===== src/rtl/ula_controle_seq_pkg.sv =====
// ula_ctrl_pkg: ALU select codes, AluOP classes, funct codes and sequencer states
// shared by the ALU-control sequencer, its decoder and its bus interface.
package ula_ctrl_pkg;

  // ALU select codes driven on sinal_controle
  localparam logic [3:0] ULA_AND = 4'd0;
  localparam logic [3:0] ULA_OR  = 4'd1;
  localparam logic [3:0] ULA_ADD = 4'd2;
  localparam logic [3:0] ULA_SUB = 4'd3;
  localparam logic [3:0] ULA_MUL = 4'd4;
  localparam logic [3:0] ULA_DIV = 4'd5;
  localparam logic [3:0] ULA_SRL = 4'd6;
  localparam logic [3:0] ULA_SLL = 4'd7;
  localparam logic [3:0] ULA_NOR = 4'd8;
  localparam logic [3:0] ULA_BEQ = 4'd9;
  localparam logic [3:0] ULA_BNE = 4'd10;
  localparam logic [3:0] ULA_SLT = 4'd11;
  localparam logic [3:0] ULA_LUI = 4'd12;
  localparam logic [3:0] ULA_BGT = 4'd13;
  localparam logic [3:0] ULA_BLE = 4'd14;
  localparam logic [3:0] ULA_NOP = 4'd15;

  // AluOP classes from the main control unit
  localparam logic [3:0] OP_LWSW  = 4'd0;
  localparam logic [3:0] OP_RTYPE = 4'd1;
  localparam logic [3:0] OP_BEQ   = 4'd2;
  localparam logic [3:0] OP_BNE   = 4'd3;
  localparam logic [3:0] OP_SLTI  = 4'd4;
  localparam logic [3:0] OP_LUI   = 4'd5;
  localparam logic [3:0] OP_ANDI  = 4'd6;
  localparam logic [3:0] OP_ORI   = 4'd7;
  localparam logic [3:0] OP_ADDI  = 4'd8;
  localparam logic [3:0] OP_SUBI  = 4'd9;
  localparam logic [3:0] OP_BGT   = 4'd10;
  localparam logic [3:0] OP_BLE   = 4'd11;

  // R-type funct codes; 0..8 map straight onto the select code
  localparam logic [3:0] FN_AND = 4'd0;
  localparam logic [3:0] FN_OR  = 4'd1;
  localparam logic [3:0] FN_ADD = 4'd2;
  localparam logic [3:0] FN_SUB = 4'd3;
  localparam logic [3:0] FN_MUL = 4'd4;
  localparam logic [3:0] FN_DIV = 4'd5;
  localparam logic [3:0] FN_SRL = 4'd6;
  localparam logic [3:0] FN_SLL = 4'd7;
  localparam logic [3:0] FN_NOR = 4'd8;
  localparam logic [3:0] FN_JR  = 4'd9;

  typedef enum logic [1:0] {
    ST_IDLE   = 2'd0,
    ST_SINGLE = 2'd1,
    ST_MULTI  = 2'd2
  } state_e;

endpackage


===== src/rtl/ula_controle_seq_if.sv =====
// Issue/select bus between ID/EX control (master) and the ALU-control sequencer (slave).
interface ula_controle_seq_if #(
  parameter int unsigned OP_W    = 4,
  parameter int unsigned FUNCT_W = 4,
  parameter int unsigned CTRL_W  = 4
);
  logic               issue_valid;
  logic [OP_W-1:0]    AluOP;
  logic [FUNCT_W-1:0] funct;
  logic               flush;
  logic               issue_ready;
  logic [CTRL_W-1:0]  sinal_controle;
  logic               ctrl_valid;
  logic               stall;
  logic               op_done;
  logic               illegal;

  modport master (
    output issue_valid, AluOP, funct, flush,
    input  issue_ready, sinal_controle, ctrl_valid, stall, op_done, illegal
  );

  modport slave (
    input  issue_valid, AluOP, funct, flush,
    output issue_ready, sinal_controle, ctrl_valid, stall, op_done, illegal
  );
endinterface


===== src/rtl/ula_controle_seq_decode.sv =====
// ula_ctrl_decode: pure combinational AluOP/funct -> ALU select table.
// undef flags a select that fell through to the default NOP (jr is an explicit NOP).
module ula_ctrl_decode
  import ula_ctrl_pkg::*;
#(
  parameter int unsigned OP_W    = 4,
  parameter int unsigned FUNCT_W = 4,
  parameter int unsigned CTRL_W  = 4
) (
  input  logic [OP_W-1:0]    alu_op,
  input  logic [FUNCT_W-1:0] funct,
  output logic [CTRL_W-1:0]  sel,
  output logic               undef
);
  localparam int unsigned OPX = (OP_W > 4) ? OP_W : 4;
  localparam int unsigned FNX = (FUNCT_W > 4) ? FUNCT_W : 4;

  logic [OPX-1:0] op_x;
  logic [FNX-1:0] fn_x;
  logic [3:0]     sel4;

  // Table lookup; wide encodings compare as a whole so set upper bits decode to NOP
  always_comb begin
    op_x  = OPX'(alu_op);
    fn_x  = FNX'(funct);
    sel4  = ULA_NOP;
    undef = 1'b1;
    case (op_x)
      OPX'(OP_LWSW): begin sel4 = ULA_ADD; undef = 1'b0; end
      OPX'(OP_BEQ):  begin sel4 = ULA_BEQ; undef = 1'b0; end
      OPX'(OP_BNE):  begin sel4 = ULA_BNE; undef = 1'b0; end
      OPX'(OP_SLTI): begin sel4 = ULA_SLT; undef = 1'b0; end
      OPX'(OP_LUI):  begin sel4 = ULA_LUI; undef = 1'b0; end
      OPX'(OP_ANDI): begin sel4 = ULA_AND; undef = 1'b0; end
      OPX'(OP_ORI):  begin sel4 = ULA_OR;  undef = 1'b0; end
      OPX'(OP_ADDI): begin sel4 = ULA_ADD; undef = 1'b0; end
      OPX'(OP_SUBI): begin sel4 = ULA_SUB; undef = 1'b0; end
      OPX'(OP_BGT):  begin sel4 = ULA_BGT; undef = 1'b0; end
      OPX'(OP_BLE):  begin sel4 = ULA_BLE; undef = 1'b0; end
      OPX'(OP_RTYPE): begin
        if (fn_x <= FNX'(FN_NOR)) begin
          sel4  = fn_x[3:0];
          undef = 1'b0;
        end else if (fn_x == FNX'(FN_JR)) begin
          undef = 1'b0;
        end
      end
      default: ;
    endcase
    sel = CTRL_W'(sel4);
  end
endmodule


===== src/rtl/ula_controle_seq.sv =====
// ula_controle_seq: registered ALU-control sequencer. Decodes AluOP/funct, holds
// the select for the full latency of mul/div, and drives stall/op_done upstream.
// Optional sticky illegal-op flag: define ULA_CTRL_ILLEGAL_TRAP_EN.
module ula_controle_seq
  import ula_ctrl_pkg::*;
#(
  parameter int unsigned OP_W    = 4,
  parameter int unsigned FUNCT_W = 4,
  parameter int unsigned CTRL_W  = 4,
  parameter int unsigned MUL_LAT = 4,
  parameter int unsigned DIV_LAT = 8
) (
  input  logic             clock,
  input  logic             reset_n,
  ula_controle_seq_if.slave bus
);
  localparam int unsigned MAX_LAT = (MUL_LAT > DIV_LAT) ? MUL_LAT : DIV_LAT;
  localparam int unsigned LAT_CAP = (MAX_LAT < 1) ? 1 : MAX_LAT;
  localparam int unsigned CNT_W   = $clog2(LAT_CAP + 1);
  localparam logic [CTRL_W-1:0] SEL_NOP = CTRL_W'(ULA_NOP);
  localparam logic [CTRL_W-1:0] SEL_MUL = CTRL_W'(ULA_MUL);
  localparam logic [CTRL_W-1:0] SEL_DIV = CTRL_W'(ULA_DIV);
  localparam logic [CNT_W-1:0]  CNT_ONE = CNT_W'(1);

  state_e            state_q, state_d;
  logic [CNT_W-1:0]  cnt_q, cnt_d;
  logic [CTRL_W-1:0] sel_q, sel_d;
  logic              valid_q, valid_d;
  logic              stall_q, stall_d;
  logic              done_q, done_d;

  logic [CTRL_W-1:0] dec_sel;
  logic              dec_undef;
  logic              ready_c;
  logic              accept_c;

  ula_ctrl_decode #(
    .OP_W   (OP_W),
    .FUNCT_W(FUNCT_W),
    .CTRL_W (CTRL_W)
  ) u_dec (
    .alu_op(bus.AluOP),
    .funct (bus.funct),
    .sel   (dec_sel),
    .undef (dec_undef)
  );

  // Ready whenever the live op ends this cycle (or nothing is live)
  assign ready_c  = (state_q != ST_MULTI) || (cnt_q == CNT_ONE);
  assign accept_c = bus.issue_valid & ready_c & ~bus.flush;

  // Next-state: flush beats issue; mul/div with latency >1 enter MULTI
  always_comb begin
    state_d = state_q;
    cnt_d   = cnt_q;
    sel_d   = sel_q;
    if (bus.flush) begin
      state_d = ST_IDLE;
      cnt_d   = '0;
      sel_d   = SEL_NOP;
    end else if (accept_c) begin
      sel_d = dec_sel;
      if ((dec_sel == SEL_MUL) && (MUL_LAT > 1)) begin
        state_d = ST_MULTI;
        cnt_d   = CNT_W'(MUL_LAT);
      end else if ((dec_sel == SEL_DIV) && (DIV_LAT > 1)) begin
        state_d = ST_MULTI;
        cnt_d   = CNT_W'(DIV_LAT);
      end else begin
        state_d = ST_SINGLE;
        cnt_d   = '0;
      end
    end else begin
      case (state_q)
        ST_SINGLE: begin
          state_d = ST_IDLE;
          sel_d   = SEL_NOP;
        end
        ST_MULTI: begin
          if (cnt_q > CNT_ONE) begin
            cnt_d = cnt_q - CNT_ONE;
          end else begin
            state_d = ST_IDLE;
            cnt_d   = '0;
            sel_d   = SEL_NOP;
          end
        end
        default: ;
      endcase
    end
    valid_d = (state_d != ST_IDLE);
    stall_d = (state_d == ST_MULTI) && (cnt_d > CNT_ONE);
    done_d  = (state_d == ST_SINGLE) || ((state_d == ST_MULTI) && (cnt_d == CNT_ONE));
  end

  // Sequencer state and registered pipeline-control outputs
  always_ff @(posedge clock or negedge reset_n) begin
    if (!reset_n) begin
      state_q <= ST_IDLE;
      cnt_q   <= '0;
      sel_q   <= SEL_NOP;
      valid_q <= 1'b0;
      stall_q <= 1'b0;
      done_q  <= 1'b0;
    end else begin
      state_q <= state_d;
      cnt_q   <= cnt_d;
      sel_q   <= sel_d;
      valid_q <= valid_d;
      stall_q <= stall_d;
      done_q  <= done_d;
    end
  end

`ifdef ULA_CTRL_ILLEGAL_TRAP_EN
  logic illegal_q, illegal_d;

  // Sticky flag: set by an accepted undefined op, cleared only by flush or reset
  always_comb begin
    illegal_d = illegal_q;
    if (bus.flush) begin
      illegal_d = 1'b0;
    end else if (accept_c && dec_undef) begin
      illegal_d = 1'b1;
    end
  end

  // Illegal flag register
  always_ff @(posedge clock or negedge reset_n) begin
    if (!reset_n) begin
      illegal_q <= 1'b0;
    end else begin
      illegal_q <= illegal_d;
    end
  end

  assign bus.illegal = illegal_q;
`else
  logic unused_dec_undef;
  assign unused_dec_undef = dec_undef;
  assign bus.illegal      = 1'b0;
`endif

  assign bus.issue_ready    = ready_c;
  assign bus.sinal_controle = sel_q;
  assign bus.ctrl_valid     = valid_q;
  assign bus.stall          = stall_q;
  assign bus.op_done        = done_q;
endmodule


===== src/flat_wrapper.sv =====
// flat-port wrapper written by rule: the top's interface ports become plain ports
module ula_controle_seq_flat import ula_ctrl_pkg::*;
#(
  parameter int unsigned OP_W    = 4,
  parameter int unsigned FUNCT_W = 4,
  parameter int unsigned CTRL_W  = 4,
  parameter int unsigned MUL_LAT = 4,
  parameter int unsigned DIV_LAT = 8
)
  (clock, reset_n, bus_issue_valid, bus_AluOP, bus_funct, bus_flush, bus_issue_ready, bus_sinal_controle, bus_ctrl_valid, bus_stall, bus_op_done, bus_illegal);
  ula_controle_seq_if #(.OP_W(OP_W), .FUNCT_W(FUNCT_W), .CTRL_W(CTRL_W)) bus_i ();
  input  logic clock;
  input  logic reset_n;
  input wire logic [$bits(bus_i.issue_valid)-1:0] bus_issue_valid;
  input wire logic [$bits(bus_i.AluOP)-1:0] bus_AluOP;
  input wire logic [$bits(bus_i.funct)-1:0] bus_funct;
  input wire logic [$bits(bus_i.flush)-1:0] bus_flush;
  output wire logic [$bits(bus_i.issue_ready)-1:0] bus_issue_ready;
  output wire logic [$bits(bus_i.sinal_controle)-1:0] bus_sinal_controle;
  output wire logic [$bits(bus_i.ctrl_valid)-1:0] bus_ctrl_valid;
  output wire logic [$bits(bus_i.stall)-1:0] bus_stall;
  output wire logic [$bits(bus_i.op_done)-1:0] bus_op_done;
  output wire logic [$bits(bus_i.illegal)-1:0] bus_illegal;
  assign bus_i.issue_valid = bus_issue_valid;
  assign bus_i.AluOP = bus_AluOP;
  assign bus_i.funct = bus_funct;
  assign bus_i.flush = bus_flush;
  assign bus_issue_ready = bus_i.issue_ready;
  assign bus_sinal_controle = bus_i.sinal_controle;
  assign bus_ctrl_valid = bus_i.ctrl_valid;
  assign bus_stall = bus_i.stall;
  assign bus_op_done = bus_i.op_done;
  assign bus_illegal = bus_i.illegal;
  ula_controle_seq #(.OP_W(OP_W), .FUNCT_W(FUNCT_W), .CTRL_W(CTRL_W), .MUL_LAT(MUL_LAT), .DIV_LAT(DIV_LAT)) u_core (.clock(clock), .reset_n(reset_n), .bus(bus_i));
endmodule

===== config.mk =====
export PLATFORM = sky130hd
export DESIGN_NAME = ula_controle_seq_flat
export DESIGN_NICKNAME = d
export VERILOG_FILES = /design/src/rtl/ula_controle_seq_pkg.sv /design/src/rtl/ula_controle_seq_if.sv /design/src/rtl/ula_controle_seq_decode.sv /design/src/rtl/ula_controle_seq.sv /design/src/flat_wrapper.sv
export SDC_FILE = /design/constraint.sdc
export NUM_CORES = 1
export LEC_CHECK = 0
export ABC_AREA = 1
export CAP_MARGIN = 20
export CORE_MARGIN = 3
export CORE_UTILIZATION = 53
export CTS_CLUSTER_SIZE = 30
export DETAILED_ROUTE_END_ITERATION = 16
export PLACE_DENSITY = 0.83
export REMOVE_ABC_BUFFERS = 1
export SETUP_SLACK_MARGIN = 0.02
export SYNTH_ARGS = -nofsm -noshare
export SYNTH_HDL_FRONTEND = slang
export SYNTH_SLANG_ARGS = --single-unit

===== constraint.sdc =====
create_clock -name clock -period 2.5 [get_ports clock]
set_clock_uncertainty 0.1 [all_clocks]
set_input_delay 0.5 -clock clock [delete_from_list [all_inputs] [get_ports clock]]
set_output_delay 0.5 -clock clock [all_outputs]
set_load 0.03 [all_outputs]

==> flow_summary.yaml <==
sta:
  finalCritPeriodShare: 0.9505
  relSlewSlack: 0.6256
  fin_tns_setup_ns: 0
  fin_crit_ns: 2.376
  slew_viol_final: 0
  finalHoldViolCount: 0
  rsz0062_at_grt: "false"
  worstMarginPinSlew_ns: 0.5598
  setup_viol: 0
  max_freq_ghz: 0.4209
critical_path:
  start_kind: "flip-flop"
  arrival_ns: 1.78
  crit_fanout: 7
  required_ns: 1.90
  crit_buf_inv: 2
  cp_cell_sequence: "inv_1 > ha_1 > nand2_1 > clkdlybuf4s50_1"
  cpLargestDelayFamily: "buffers and inverters"
  rr_worst_depth: 9
  cp_slowest_cell: "clkdlybuf4s50_1"
  cp_slowest_stage_delay_ns: 0.67
  crit_type: "flip-flop to primary output"
  cp.depth: 4
  critPathCaptureType: "primary output"
place:
  hpwl_um: 1679
  gp_congestion: 0.8074
  placed_cell_area_um2: 1140
  port_buffers: 19
pwr:
  ir_worst_vdd_mv: 0.4095
  p_seq_frac: 0.435
  p_sw_mw: 0.1891
  powerDensity_nw_per_um2: 476.2
  clockPowerShare: 0.228
  leakage_nw: 0.5674
  comb_power_share: 0.336
  p_int_mw: 0.3662
  swShare: 0.3405
drt:
  totalWireLength_um: 2001
  post_drt_wl_per_cell_um: 11.70
  ant_nets: 0
  drc: 0
  vias: 882
  drtIter0Drc: 23
  dr.pass1.iters: 4
  vias_per_cell: 5.158
yosys:
  synth_seq_area_share: 0.3525
  yosysWarningCount: 0
  ys_ff_latch: 13
  synthesis.area_um2: 937.1
  synthXorXnorAreaFrac: 0.009346
  synth-simple-area-share: 0.3231
  synthMuxAreaShare: 0
  yosys.area_share.adder: 0.06676
  yosysUniqueCellTypes: 27
  avgSynthCellArea_um2: 7.046
  synth_top_area_cell: "dfrtp_1"
  synth_area_leaders: "dfrtp_1 24%, nand2_1 15%, dfstp_2 11%, inv_1 8.8%, ha_1 6.7%"
  synth_top_family_by_area: "simple AND/OR/NAND/NOR gates"
  synth_compound_area_frac: 0.1362
  syn_inst: 133
  yosysTopAreaCellShare: 0.2403
finish:
  final_cell_mix: "37 x nand2_1, 22 x inv_1, 19 x clkdlybuf4s50_1, 10 x nor2_1, 9 x dfrtp_1"
  utilization: 0.7397
  stdcell_area_um2: 1166
  mostFrequentLayoutCell: "nand2_1"
  drive_gt1_frac: 0.1419
  diodes: 0
  fin_nets: 173
  area_growth_syn_to_layout_pct: 24.43
global_routing:
  grt_use_total: 0.1969
  first_global_vias: 808
  grt_pass1_wl_um: 3222
  grt_max_degree: 14
  antenna_found_initial: 0
  overflow: 0
clocking:
  cts_made_buffers: 3
  post_cts_resized: 0
  h-tree-depth: 1
  cts_sinks: 13
  clk_pin_slew_ns: 0.08
  clk_latency_ns: 0.27
  cts_tree: "built"
  hold_buffers: 0
  cts-root-buf: "clkbuf_4"
  clockBufferDepth: 2
  post_cts.repair.setup_buffers: 0
floorplanning:
  die_y_um: 48.05
  initial_core_util: 0.5944
  core_area_um2: 1577
  die_w_um: 48.05
  die_area_um2: 2309
  rows: 14
  io_pins: 21
hold_path:
  hold_class: "flip-flop to flip-flop"
  holdPathStages: 2
run:
  drv_cap: 0
outcome:
  outcome: "finished, final reports clean"
-- final timing paths --
check	startpoint	to	slack (ns)
hold / removal	u_core.bus.sinal_controle[2]$_DFFE_PN1P_	u_core.bus.sinal_controle[2]$_DFFE_PN1P_	0.42
hold reg to reg	u_core.bus.sinal_controle[2]$_DFFE_PN1P_	u_core.bus.sinal_controle[2]$_DFFE_PN1P_	0.42
max in group asynchronous	reset_n	u_core.bus.sinal_controle[1]$_DFFE_PN1P_	1.44
min in group asynchronous	reset_n	u_core.cnt_q[3]$_DFF_PN0_	0.48
setup / recovery	u_core.state_q[0]$_DFF_PN0_	bus_issue_ready	0.12
setup reg to reg	u_core.state_q[0]$_DFF_PN0_	u_core.bus.op_done$_DFF_PN0_	0.61
-- layout make-up --
class,instances,area (um^2)
well taps,16,20.02
fillers,141,410.4
repair buffers,19,190.2
clock buffers,4,26.28
flip-flops and latches,13,330.3
inverters,25,93.84
multi-input cells,94,505.5
-- synth_stat cells --
master,instances
nor2_1,10
o21ai_1,1
o22ai_1,2
o21ai_0,5
nor2_4,1
nand2_4,1
nand4_1,1
nor2_2,4
o21bai_1,2
a31oi_1,1
inv_2,3
buf_4,1
o22a_1,1
a21oi_1,6
a21oi_2,2
dfrtp_1,9
nand3_2,2
nand2_2,2
nor3_1,1
conb_1,1
nand3_1,7
dfstp_2,4
xor2_1,1
inv_1,22
nand2_1,37
o211ai_1,1
ha_1,5
-- worst min-delay path: cells and delay by family, from the launching register on --
family / cells / cell delay (ns)
flops: 1 / 0.38
simple gates: 1 / 0.10
compound gates: 1 / 0.05
-- registers in the layout (all words and copies together) (netlist names) --
name / flops
u_core.bus.ctrl_valid: 1
u_core.bus.sinal_controle: 4
u_core.bus.stall: 1
u_core.bus.op_done: 1
u_core.cnt_q: 4
u_core.state_q: 2
-- cell families (layout without fill, tap and decap cells) --
logic type                 Yosys count  after routing
other                                1              1
buffers and inverters               26             48
AOI/OAI and AO/OA                   21             21
DFF                                 13             13
and+or+nand+nor                     66             66
xor gates and xnor gates             1              1
adders and majority gates            5              5
-- stage by stage --
| stage | worst slack [ns] | total power, mW | instances | hold WS, ns |
|---|---|---|---|---|
| after floorplan | 0.6334 | 0.3611 | 132 | 0.1044 |
| after global placement | 0.2869 | 0.4265 | 167 | 0.4077 |
| after detailed placement | 0.1903 | 0.4319 | 167 | 0.4100 |
| after CTS | 0.1292 | 0.5582 | 171 | 0.4249 |
| after global routing | 0.05410 | 0.5896 | 171 | 0.4308 |
| final | 0.1239 | 0.5553 | 171 | 0.4220 |
-- power groups by stage --
stage               combinational (mW)  sequential, mW  clock, mW
detailed placement               0.187           0.245          0
CTS                              0.187           0.242      0.129
global placement                 0.182           0.244          0
floorplan                       0.0964           0.265          0
global route                     0.206           0.244      0.139
finish                           0.187           0.242      0.127
-- layer usage --
layer / GRT usage / vias up / share of wire
met1: 0.2551 / 395 / 0.48
met2: 0.3113 / 23 / 0.46
li1: - / 460 / -
met3: 0.07143 / 4 / 0.052
met5: 0 / - / 0
met4: 0.04839 / 0 / 0.010
(Power assumes the default switching activity.)
